$ cat src/rtl/call_stack_lifo.sv
// Hardware LIFO for PSH/POP with a registered top-of-stack output.
// Optional sticky overflow/underflow flags are enabled by defining STACK_ERR_FLAGS_EN.
module call_stack_lifo #(
  parameter  int WIDTH = 16,
  parameter  int DEPTH = 16,
  localparam int CNT_W = $clog2(DEPTH + 1)
) (
  input  logic             clk,
  input  logic             reset,
  input  logic             pushEn,
  input  logic             popEn,
  input  logic [WIDTH-1:0] din,
  output logic [WIDTH-1:0] dout,
  output logic             stackFull,
  output logic             stackEmpty,
`ifdef STACK_ERR_FLAGS_EN
  output logic             overflow,
  output logic             underflow,
  input  logic             err_clr,
`endif
  output logic [CNT_W-1:0] count
);

  localparam int AW = (DEPTH > 1) ? $clog2(DEPTH) : 1;

  logic [WIDTH-1:0] mem [DEPTH];
  logic [WIDTH-1:0] top_q;
  logic [CNT_W-1:0] cnt_q;
  logic             empty, full;
  logic             do_push, do_pop, do_repl, ovf_evt, unf_evt;
  logic [CNT_W-1:0] cnt_m1, cnt_m2;
  logic [AW-1:0]    wr_idx;

  assign empty  = (cnt_q == '0);
  assign full   = (cnt_q == CNT_W'(DEPTH));
  assign cnt_m1 = cnt_q - CNT_W'(1);
  assign cnt_m2 = cnt_q - CNT_W'(2);

  // Push+pop on a non-empty stack overwrites the top; on an empty stack it is a plain push.
  always_comb begin
    do_repl = pushEn && popEn && !empty;
    do_push = pushEn && (!popEn || empty) && !full;
    do_pop  = popEn && !pushEn && !empty;
    ovf_evt = pushEn && !popEn && full;
    unf_evt = popEn && !pushEn && empty;
    wr_idx  = do_repl ? cnt_m1[AW-1:0] : cnt_q[AW-1:0];
  end

  always_ff @(posedge clk) begin
    if (!reset && (do_push || do_repl))
      mem[wr_idx] <= din;
  end

  // The top is kept in its own register so dout never depends on this cycle's inputs.
  always_ff @(posedge clk) begin
    if (reset) begin
      cnt_q <= '0;
      top_q <= '0;
    end else if (do_push) begin
      cnt_q <= cnt_q + CNT_W'(1);
      top_q <= din;
    end else if (do_repl) begin
      top_q <= din;
    end else if (do_pop) begin
      cnt_q <= cnt_m1;
      top_q <= (cnt_q >= CNT_W'(2)) ? mem[cnt_m2[AW-1:0]] : '0;
    end
  end

`ifdef STACK_ERR_FLAGS_EN
  logic ovf_q, unf_q;

  // Clear first, then set, so a new error in the clear cycle survives.
  always_ff @(posedge clk) begin
    if (reset) begin
      ovf_q <= 1'b0;
      unf_q <= 1'b0;
    end else begin
      if (err_clr) begin
        ovf_q <= 1'b0;
        unf_q <= 1'b0;
      end
      if (ovf_evt) ovf_q <= 1'b1;
      if (unf_evt) unf_q <= 1'b1;
    end
  end

  assign overflow  = ovf_q;
  assign underflow = unf_q;
`else
  logic unused_evt;
  assign unused_evt = ovf_evt ^ unf_evt;
`endif

  assign dout       = top_q;
  assign count      = cnt_q;
  assign stackEmpty = empty;
  assign stackFull  = full;

endmodule
$ cat config.mk
export PLATFORM = sky130hd
export DESIGN_NAME = call_stack_lifo
export DESIGN_NICKNAME = d
export VERILOG_FILES = /design/src/rtl/call_stack_lifo.sv
export SDC_FILE = /design/constraint.sdc
export NUM_CORES = 1
export LEC_CHECK = 0
export ABC_AREA = 0
export BUFFER_PORTS_ARGS = -buffer_cell sky130_fd_sc_hd__buf_2
export CAP_MARGIN = 20
export CORE_UTILIZATION = 61
export DETAILED_ROUTE_END_ITERATION = 8
export PLACE_DENSITY = 0.79
export SYNTH_ARGS = -nofsm -noshare
export SYNTH_HDL_FRONTEND = slang
export SYNTH_SLANG_ARGS = --single-unit
$ cat constraint.sdc
create_clock -name clk -period 4.2 [get_ports clk]
set_input_delay 0.21 -clock clk [delete_from_list [all_inputs] [get_ports clk]]
set_output_delay 0.21 -clock clk [all_outputs]
set_load 0.05 [all_outputs]
==> run metrics, run 1 <==
status complete, no violations; CTS Hold Bufs 0; Post-synth EDFFs 256; CTS H-tree lvls 1; startpoint type of the worst setup path flip-flop; # port buffers 42; initial antenna violation count 0; Design Power 9.14 mW; post-CTS setup buffer count 0; Post-Syn Instances 562; cell depth of the worst flop-to-flop path 7; initial core utilization 63.1%; flop2flop setup slack 920 ps; Std-Cell Rows 48; Syn-to-layout area delta 12.9%; Root Buffer clkbuf_16; Power Density 732 nW/um^2; max frequency 305 MHz; share of cells above drive strength 1 29.4%; total CTS buffers 26; die height 137 um; syn_area_per_cell 19.7 sq um; Reg-to-Reg End mem[8][0]; DR vias 5,684; vias in the first global route 5,796; max-slew violations 0; final hold violations 0; hold path start din[5]; endpoints failing setup 0; # diodes 0; core region area 17,500 sq um; first-pass GRT wire length 35,400 um; Worst-Margin Slew 1040 ps; Post-Synthesis Net Count 589; Post-layout nets 640; Reg clk slew, reported paths 60 ps; DRT Wirelength 23,500 um; Worst setup EP type flip-flop; DRC 0; WHS Endpoint mem[4][5]; fin crit period 3280 ps; clock skew 9.69 ps; 1st-iter DRT viols 540; post-synthesis register bit count 277; crit share post-route 78.1%; largest net degree at the start of global routing 73; Slew HR 30.5%; synthesized cell area 11,100 sq um; RSZ-0062 raised after global routing false; crit path kind reg -> reg; DPL Wire Length 13,300 um; crit-path max FO 16; maximum root-to-sink buffer count 3; routed length per instance 27.4 um; Vias/cell 6.62; # IOs 43; Leak Pwr 4.14 nW; post-cts resize count 0; Critical Path Slowest Stage Cell nor3_4; Antenna Violating Nets Remaining 0; Req. time, crit path 4340 ps; asr flop ratio synth 0%; Ys Warns 0; Main synth FF type edfxtp_1; HP Class in -> reg; CP cell instances inv_1, ha_1, or4b_4, a311oi_1, a31oi_1, or3_4, nor3_4; Worst path top cell family by delay simple AND/OR/NAND/NOR gates; clk_lat worst skew 520 ps; Die Span X 137 um; CTS tree yes; DRT Pass-1 Iters 5; gpl congestion 0.894; sequential element share of the synthesized area 73.3%; Sum Neg Setup Slack 0 ps; die area 18,700 sq um; cell count of the worst hold path 1; max_cap viols 0; Unique masters post-synth 45; Peak VDD IR 657 uV; total congestion overflow 0; CP Buf/Inv Count 1; clk sink count 277; Crit path largest cell delay 790 ps; Reg-to-Reg Start count[0]; gr usage total 26.9%; Worst EP arrival 3420 ps
layout by cell type, fill, tap and decap left out, types with 2 or more instances in the layout:
cell / netlist / layout
nand2_1: 3 / 3
mux2i_1: 50 / 50
buf_4: 0 / 13
buf_2: 15 / 42
clkinv_1: 0 / 6
dfxtp_1: 21 / 19
clkinv_4: 0 / 2
clkbuf_1: 13 / 2
a21oi_1: 5 / 5
inv_1: 8 / 8
mux4_2: 64 / 64
or3_1: 3 / 3
a31oi_1: 4 / 4
nor2_2: 0 / 12
edfxtp_1: 256 / 256
clkbuf_16: 0 / 30
clkinv_2: 0 / 4
nor3_1: 19 / 16
ha_1: 7 / 7
clkinvlp_4: 0 / 3
nand3_1: 4 / 4
a221oi_1: 16 / 16
xnor2_1: 3 / 3
nor3_4: 0 / 4
a211o_1: 2 / 2
o21ai_0: 4 / 4
nor2_1: 34 / 22
cell families after synthesis:
kind of cell,after synthesis,synth area share (%)
mux,114,17.5
xor+xnor,5,0.396
buf+inv,41,1.63
flops,277,73.3
fa+ha+maj,7,0.791
simple gates,76,3.47
compound gates,42,2.92
registers in the layout (all words and copies together) (netlist names):
register and cells:
count 5, mem 256, dout 16
how the worst max path moves through the flow:
stage | slack, ps | startpoint | cells after the start | to
detailed placement | 950 | count[0] | 7 | mem[8][1]
finish | 920 | count[0] | 7 | mem[8][0]
floorplan | 130 | count[1] | 11 | mem[3][0]
global route | 720 | count[0] | 7 | mem[8][0]
global placement | 1070 | count[0] | 7 | mem[0][1]
CTS | 920 | count[0] | 7 | mem[8][10]
layer usage:
layer | wire length (um) | track usage [%] | vias up
li1 | - | - | 2411
met1 | 9370 | 37.9 | 2916
met2 | 11500 | 42.6 | 316
met3 | 1970 | 5.22 | 41
met4 | 657 | 9.44 | 0
met5 | 0 | 0 | -
stage by stage:
step | instance area, sq um | util (%) | setup slack (ps) | hold WS [ps] | std cells
after floorplan | 11100 | - | 132 | 309 | 562
after global placement | 11600 | 66.3 | 1070 | 480 | 810
after detailed placement | 11600 | 66.3 | 947 | 492 | 810
after CTS | 12500 | 71.2 | 918 | 63.7 | 858
after global routing | 12500 | 71.2 | 722 | 72.8 | 858
final | 12500 | 71.2 | 919 | 78.4 | 858
cell type report:
cell class	count	area, sq um
Clock buffer	32	758
Clock inverter	16	113
Fill cell	1031	5040
Inverter	8	30.0
Multi-Input combinational cell	244	2870
Sequential cell	277	8110
Tap cell	225	282
Timing Repair Buffer	56	328
synthesized netlist by cell type (all sizes together), types with 2 or more instances:
library cell  instances  area [sq um]
a211o                 2          17.5
a211oi                2          20.0
a21oi                 6          33.8
a221oi               16           140
a31oi                 4          25.0
buf                  20           101
clkbuf               13          48.8
dfxtp                21           420
edfxtp              256          7690
ha                    7          87.6
inv                   8          30.0
mux2i                50           500
mux4                 64          1440
nand2                 3          11.3
nand3                 4          20.0
nor2                 34           128
nor3                 21           115
o21ai                 4          20.0
or3                   4          30.0
xnor2                 3          26.3
xor2                  2          17.5
report_power, final:
group / total [mW] / internal, mW / switching [mW]
clock: 2.33 / 1.35 / 0.981
combinational: 3.44 / 1.34 / 2.10
sequential: 3.37 / 3.26 / 0.110
worst reg2reg max path: stages, from the launching register on:
cell      delay (ps)
dfxtp_4          370
inv_1            190
ha_1             210
or4b_4           490
a311oi_1         310
a31oi_1          100
or3_4            440
nor3_4           790
Note: power is estimated with default switching activity, not from simulation.
==> inputs of run 2 (changes only) <==
--- a/config.mk
+++ b/config.mk
@@ -5,12 +5,12 @@
 export SDC_FILE = /design/constraint.sdc
 export NUM_CORES = 1
 export LEC_CHECK = 0
-export ABC_AREA = 0
+export ABC_AREA = 1
 export BUFFER_PORTS_ARGS = -buffer_cell sky130_fd_sc_hd__buf_2
 export CAP_MARGIN = 20
-export CORE_UTILIZATION = 61
+export CORE_UTILIZATION = 56
 export DETAILED_ROUTE_END_ITERATION = 8
-export PLACE_DENSITY = 0.79
+export PLACE_DENSITY = 0.76
 export SYNTH_ARGS = -nofsm -noshare
 export SYNTH_HDL_FRONTEND = slang
 export SYNTH_SLANG_ARGS = --single-unit
==> constraint.sdc (replaced) <==
create_clock -name clk -period 2.7 [get_ports clk]
set_input_delay 0.135 -clock clk [delete_from_list [all_inputs] [get_ports clk]]
set_output_delay 0.135 -clock clk [all_outputs]
set_load 0.05 [all_outputs]
==> run 2 against run 1 <==
Clock-buffer cell count is 9 higher. Utilization decreased by 5.1 points. Fmax rose by 33%. Largest cell class unchanged. Clock power rose by 63%. First-iteration DRC count up 71%. Clock skew increased by 1.7 ps. Highest routed layer unchanged. Setup slack got worse by 680 ps. Global-route usage rose by 0.54 points.
==> run metrics, run 2 <==
CP cell instances inv_4, ha_1, nand3_2, nand3_4, nand2_1, o21ai_1, inv_1, nand3_2, nor2_4 (was inv_1, ha_1, or4b_4, a311oi_1, a31oi_1, or3_4, nor3_4); Yosys top cell by area edfxtp_1 (unchanged); initial antenna violation count 0 (unchanged); synthesized cell area 12,300 sq um (was 11,100 sq um); crit-path max FO 16 (unchanged); core region area 21,300 sq um (was 17,500 sq um); post-synthesis register bit count 277 (unchanged); clk sink count 277 (unchanged); hold_ws 15.3 ps (was 78.4 ps); startpoint type of the worst setup path flip-flop (unchanged); Unique masters post-synth 28 (was 45); share of cells above drive strength 1 12.8% (was 29.4%); Top reg by flops mem (unchanged); most frequent cells in the layout nand2_1, edfxtp_1, inv_1 (was edfxtp_1, mux4_2, mux2i_1); CTS tree yes (unchanged); Worst setup EP type flip-flop (unchanged); Critical Path Slowest Stage Cell nor2_4 (was nor3_4); Root Buffer clkbuf_16 (unchanged); syn_area_per_cell 9.81 sq um (was 19.7 sq um); Design Power 12.0 mW (was 9.14 mW); Vias/cell 5.39 (was 6.62); Antenna Violating Nets Remaining 0 (unchanged); Synth top area share 62.3% (was 69.5%); first-pass GRT wire length 45,800 um (was 35,400 um); status complete, no violations (unchanged); placed inst area 13,100 sq um (was 11,600 sq um); DRT Pass-1 Iters 5 (unchanged); Std-Cell Rows 53 (was 48); Ys Warns 0 (unchanged); largest net degree at the start of global routing 76 (was 73); routed length per instance 18.3 um (was 27.4 um); Worst-Margin Slew 890 ps (was 1040 ps); count leader, synth nand2_1 (was edfxtp_1); Slew HR 40.7% (was 30.5%); clk_lat worst skew 540 ps (was 520 ps); Post-layout nets 1,343 (was 640); # diodes 0 (unchanged); Reg clk slew, reported paths 60 ps (about the same); HP Class in -> reg (unchanged); die area 22,600 sq um (was 18,700 sq um); Worst path top cell family by delay simple AND/OR/NAND/NOR gates (unchanged); max FFs per register 256 (unchanged); DRC 0 (unchanged); Power Density 849 nW/um^2 (was 732 nW/um^2); final hold violations 0 (unchanged); Design Area, Final 14,100 sq um (was 12,500 sq um); clock skew 11.4 ps (was 9.69 ps); Post-synth EDFFs 256 (unchanged); max-slew violations 0 (unchanged); Post-Synthesis Net Count 1,285 (was 589); asr flop ratio synth 0% (unchanged); GR Util met2 44.0% (was 42.6%); max frequency 406 MHz (was 305 MHz); DR vias 8,698 (was 5,684); total CTS buffers 29 (was 26); sequential element share of the synthesized area 65.7% (was 73.3%); top cells by count, synth nand2_1, edfxtp_1, inv_1, nand3_1, buf_2 (was edfxtp_1, mux4_2, mux2i_1, nor2_1, dfxtp_1); Critical Path Most Common Cell nand3_2; 1st-iter DRT viols 923 (was 540); crit share post-route 91.2% (was 78.1%); Main synth FF type edfxtp_1 (unchanged); most crowded layer after global routing met2 (unchanged); Layout Utilization 66.2% (was 71.2%); Post-Syn Instances 1,258 (was 562); maximum root-to-sink buffer count 3 (unchanged); CTS H-tree lvls 1 (unchanged); endpoints failing setup 0 (unchanged); gpl congestion 0.872 (was 0.894); CP Buf/Inv Count 2 (was 1); gr usage total 27.4% (was 26.9%); pre-CTS setup slack 266 ps (was 947 ps); Syn-to-layout area delta 14.1% (was 12.9%); max_cap viols 0 (unchanged); DPL Wire Length 17,800 um (was 13,300 um); most common cell after layout, fill and taps aside nand2_1 (was edfxtp_1); Peak VDD IR 496 uV (was 657 uV); post-CTS setup buffer count 0 (unchanged); PnR worst setup slack 238 ps (was 919 ps); fin crit period 2460 ps (was 3280 ps); initial core utilization 58.0% (was 63.1%); Die Span X 150 um (was 137 um); die height 150 um (was 137 um); # port buffers 42 (unchanged); Synth area leaders edfxtp_1, nand2_1, nand3_1, inv_1, dfxtp_1 (was edfxtp_1, mux4_2, mux2i_1, dfxtp_1, a221oi_1); Sum Neg Setup Slack 0 ps (unchanged); crit path kind reg -> reg (unchanged); Worst EP arrival 2620 ps (was 3420 ps); RSZ-0062 raised after global routing false (unchanged); met1 GRT Util 38.0% (was 37.9%); vias in the first global route 8,326 (was 5,796); met3 usage 4.06% (was 5.22%); non-filler cells in the finished layout 1,614 (was 858); # IOs 43 (unchanged); Post-Place Cells 1,555 (was 810); DRT Wirelength 29,500 um (was 23,500 um); total congestion overflow 0 (unchanged); Req. time, crit path 2860 ps (was 4340 ps); Crit path largest cell delay 610 ps (was 790 ps); Leak Pwr 6.15 nW (was 4.14 nW)
[run 2: logic make-up after synthesis]
logic type | count (synthesis) | share of synthesized area [%]
AND/OR/NAND/NOR | 636 | 21.9
buffers and inverters | 287 | 9.20
flip-flops | 277 | 65.7
AO/OA/AOI/OAI | 48 | 2.29
adder cells (fa/ha/maj) | 7 | 0.710
XOR/XNOR | 3 | 0.213
[run 2: path summary, 6_finish.rpt]
path                 start          end  slack, ps  cells past startpoint
hold / removal     din[14]   mem[4][14]         20                      1
setup / recovery  count[0]  mem[13][10]        240                      9
setup reg to reg  count[0]  mem[13][10]        240                      9
hold reg to reg    dout[3]      dout[3]        520                      2
[run 2: timing repair]
action,CTS,global route
gates resized for setup,0,0
hold buffers,5,0
hold endpoints to repair,43,0
[run 2: per-layer routing]
metal | vias up | routed length, um
met5 | - | 0
met4 | 0 | 1050
met1 | 4083 | 11900
met3 | 65 | 2580
li1 | 4167 | -
met2 | 383 | 14000
[run 2: report_power, final]
part           total, mW  internal (mW)  switching (mW)
Combinational       3.15          0.841            2.30
Sequential          5.01           4.91          0.0978
Clock               3.80           2.23            1.57
Total               12.0           7.98            3.97
[run 2: layout make-up]
type	count	area [sq um]
sequential	277	8110
fill	1569	7200
multi-input combinational	694	3270
inverter	228	858
clock buffer	41	791
timing repair buffer	86	591
tap	275	344
clock inverter	13	120
==> inputs of run 3 (changes only) <==
--- a/config.mk
+++ b/config.mk
@@ -8,9 +8,11 @@
 export ABC_AREA = 1
 export BUFFER_PORTS_ARGS = -buffer_cell sky130_fd_sc_hd__buf_2
 export CAP_MARGIN = 20
+export CORE_MARGIN = 8
 export CORE_UTILIZATION = 56
 export DETAILED_ROUTE_END_ITERATION = 8
 export PLACE_DENSITY = 0.76
+export REMOVE_ABC_BUFFERS = 1
 export SYNTH_ARGS = -nofsm -noshare
 export SYNTH_HDL_FRONTEND = slang
 export SYNTH_SLANG_ARGS = --single-unit
==> run 3 against run 2 <==
Critical path depth decreased by 1. Clock-buffer cell count did not move. Sequential share of layout area up 0.44 points. Combinational power decreased by 3%. Cell count rose by 0.50%. Fmax shrank 6.7%. Power down 1.4%. Die area up 19%. Cell area shrank 0.76%.
==> run metrics, run 3 (same netlist as run 2, synthesis figures left out) <==
# diodes 0 (unchanged); endpoints failing setup 0 (unchanged); max_cap viols 0 (unchanged); # IOs 43 (unchanged); Design Power 11.8 mW (was 12.0 mW); share of cells above drive strength 1 12.6% (was 12.8%); max-slew violations 0 (unchanged); gr usage total 22.0% (was 27.4%); Top reg by flops mem (unchanged); max frequency 379 MHz (was 406 MHz); maximum root-to-sink buffer count 3 (unchanged); hold_ws 9.43 ps (was 15.3 ps); Slew HR 39.3% (was 40.7%); total CTS buffers 28 (was 29); Worst-Margin Slew 910 ps (was 890 ps); Root Buffer clkbuf_16 (unchanged); core region area 21,800 sq um (was 21,300 sq um); Post-layout nets 1,347 (was 1,343); vias in the first global route 8,547 (was 8,326); Req. time, crit path 2920 ps (was 2860 ps); Leak Pwr 6.16 nW (was 6.15 nW); Power Density 844 nW/um^2 (was 849 nW/um^2); die area 27,000 sq um (was 22,600 sq um); DR vias 8,766 (was 8,698); post-CTS setup buffer count 0 (unchanged); startpoint type of the worst setup path flip-flop (unchanged); DRC 0 (unchanged); gpl congestion 0.859 (was 0.872); routed length per instance 18.3 um (about the same); # port buffers 42 (unchanged); register area 8110 sq um (unchanged); area of the multi-input gates 3150 sq um (was 3270 sq um); Fill cells 1,643 (was 1,569); Std-Cell Rows 54 (was 53); DRT Pass-1 Iters 6 (was 5); Die Span X 164 um (was 150 um); Reg clk slew, reported paths 60 ps (about the same); Peak VDD IR 546 uV (was 496 uV); fin crit period 2640 ps (was 2460 ps); most frequent cells in the layout nand2_1, edfxtp_1, inv_1 (unchanged); initial antenna violation count 0 (unchanged); crit path kind reg -> reg (unchanged); 1st-iter DRT viols 973 (was 923); DRT Wirelength 29,700 um (was 29,500 um); final hold violations 0 (unchanged); Worst setup EP type flip-flop (unchanged); CTS H-tree lvls 1 (unchanged); Vias/cell 5.40 (was 5.39); CTS tree yes (unchanged); clk sink count 277 (unchanged); total congestion overflow 0 (unchanged); Antenna Violating Nets Remaining 0 (unchanged); Worst EP arrival 2860 ps (was 2620 ps); clock skew 11.0 ps (was 11.4 ps); initial core utilization 56.7% (was 58.0%); crit share post-route 97.8% (was 91.2%); Syn-to-layout area delta 13.2% (was 14.1%); first-pass GRT wire length 46,300 um (was 45,800 um); DPL Wire Length 17,300 um (was 17,800 um); max FFs per register 256 (unchanged); clk_lat worst skew 540 ps (about the same); most common cell after layout, fill and taps aside nand2_1 (unchanged); HP Class in -> reg (unchanged); status complete, no violations (unchanged); die height 164 um (was 150 um); largest net degree at the start of global routing 84 (was 76); crit-path max FO 11 (was 16)
-- run 3: area by class of cell --
type                            instances  area share [%]
Tap cell                              280            2.51
Clock inverter                         11           0.591
Inverter                              228            6.14
Clock buffer                           41            5.80
Timing Repair Buffer                   91            4.39
Multi-Input combinational cell        694            22.5
Sequential cell                       277            58.0
-- run 3: repair_timing --
action                                 in CTS  in global routing
endpoints found under the hold margin      66                  0
setup endpoints to repair                   0                 37
hold buffers                                6                  0
resized for setup                           0                  5
-- run 3: per-stage QoR --
stage               instance area (sq um)  cells  setup WS (ps)  setup TNS, ps  utilization, %
finish                              14000   1622           60.7              0            64.2
global route                        14000   1622          -31.1           -705            64.2
CTS                                 14000   1622            150              0            64.2
detailed placement                  13000   1564            179              0            59.8
global placement                    13000   1564            238              0            59.8
floorplan                           12100   1199          -5300       -1447740               -
-- run 3: worst max-delay path: stages, from the launching register on --
cell and delay (ps):
dfxtp_2 340, inv_2 70, ha_1 220, nand3_2 120, nand3_4 160, o21ai_0 580, nand3_1 350, nor2_2 210
buf_4 260
-- run 3: power by group --
part | leakage (nW) | internal (mW) | switching (mW) | total (mW)
clock | 0.438 | 2.17 | 1.56 | 3.73
sequential | 2.48 | 4.91 | 0.0874 | 5.00
combinational | 3.24 | 0.821 | 2.24 | 3.06
-- run 3: path summary, 6_finish.rpt --
path,to,slack [ps],startpoint,cells past startpoint
max,mem[9][14],60,count[1],8
min,mem[2][0],9,din[0],1
max reg2reg,mem[9][14],60,count[1],8
min reg2reg,dout[3],540,dout[3],2
-- run 3: per-layer routing --
layer / share of wire [%] / track usage, % / vias to the layer above / routed length (um)
met5: 0 / 0 / - / 0
met4: 3.0 / 8.15 / 0 / 876
met3: 8.8 / 3.14 / 80 / 2620
met2: 48 / 35.5 / 423 / 14100
met1: 41 / 30.1 / 4093 / 12100
li1: - / - / 4170 / -
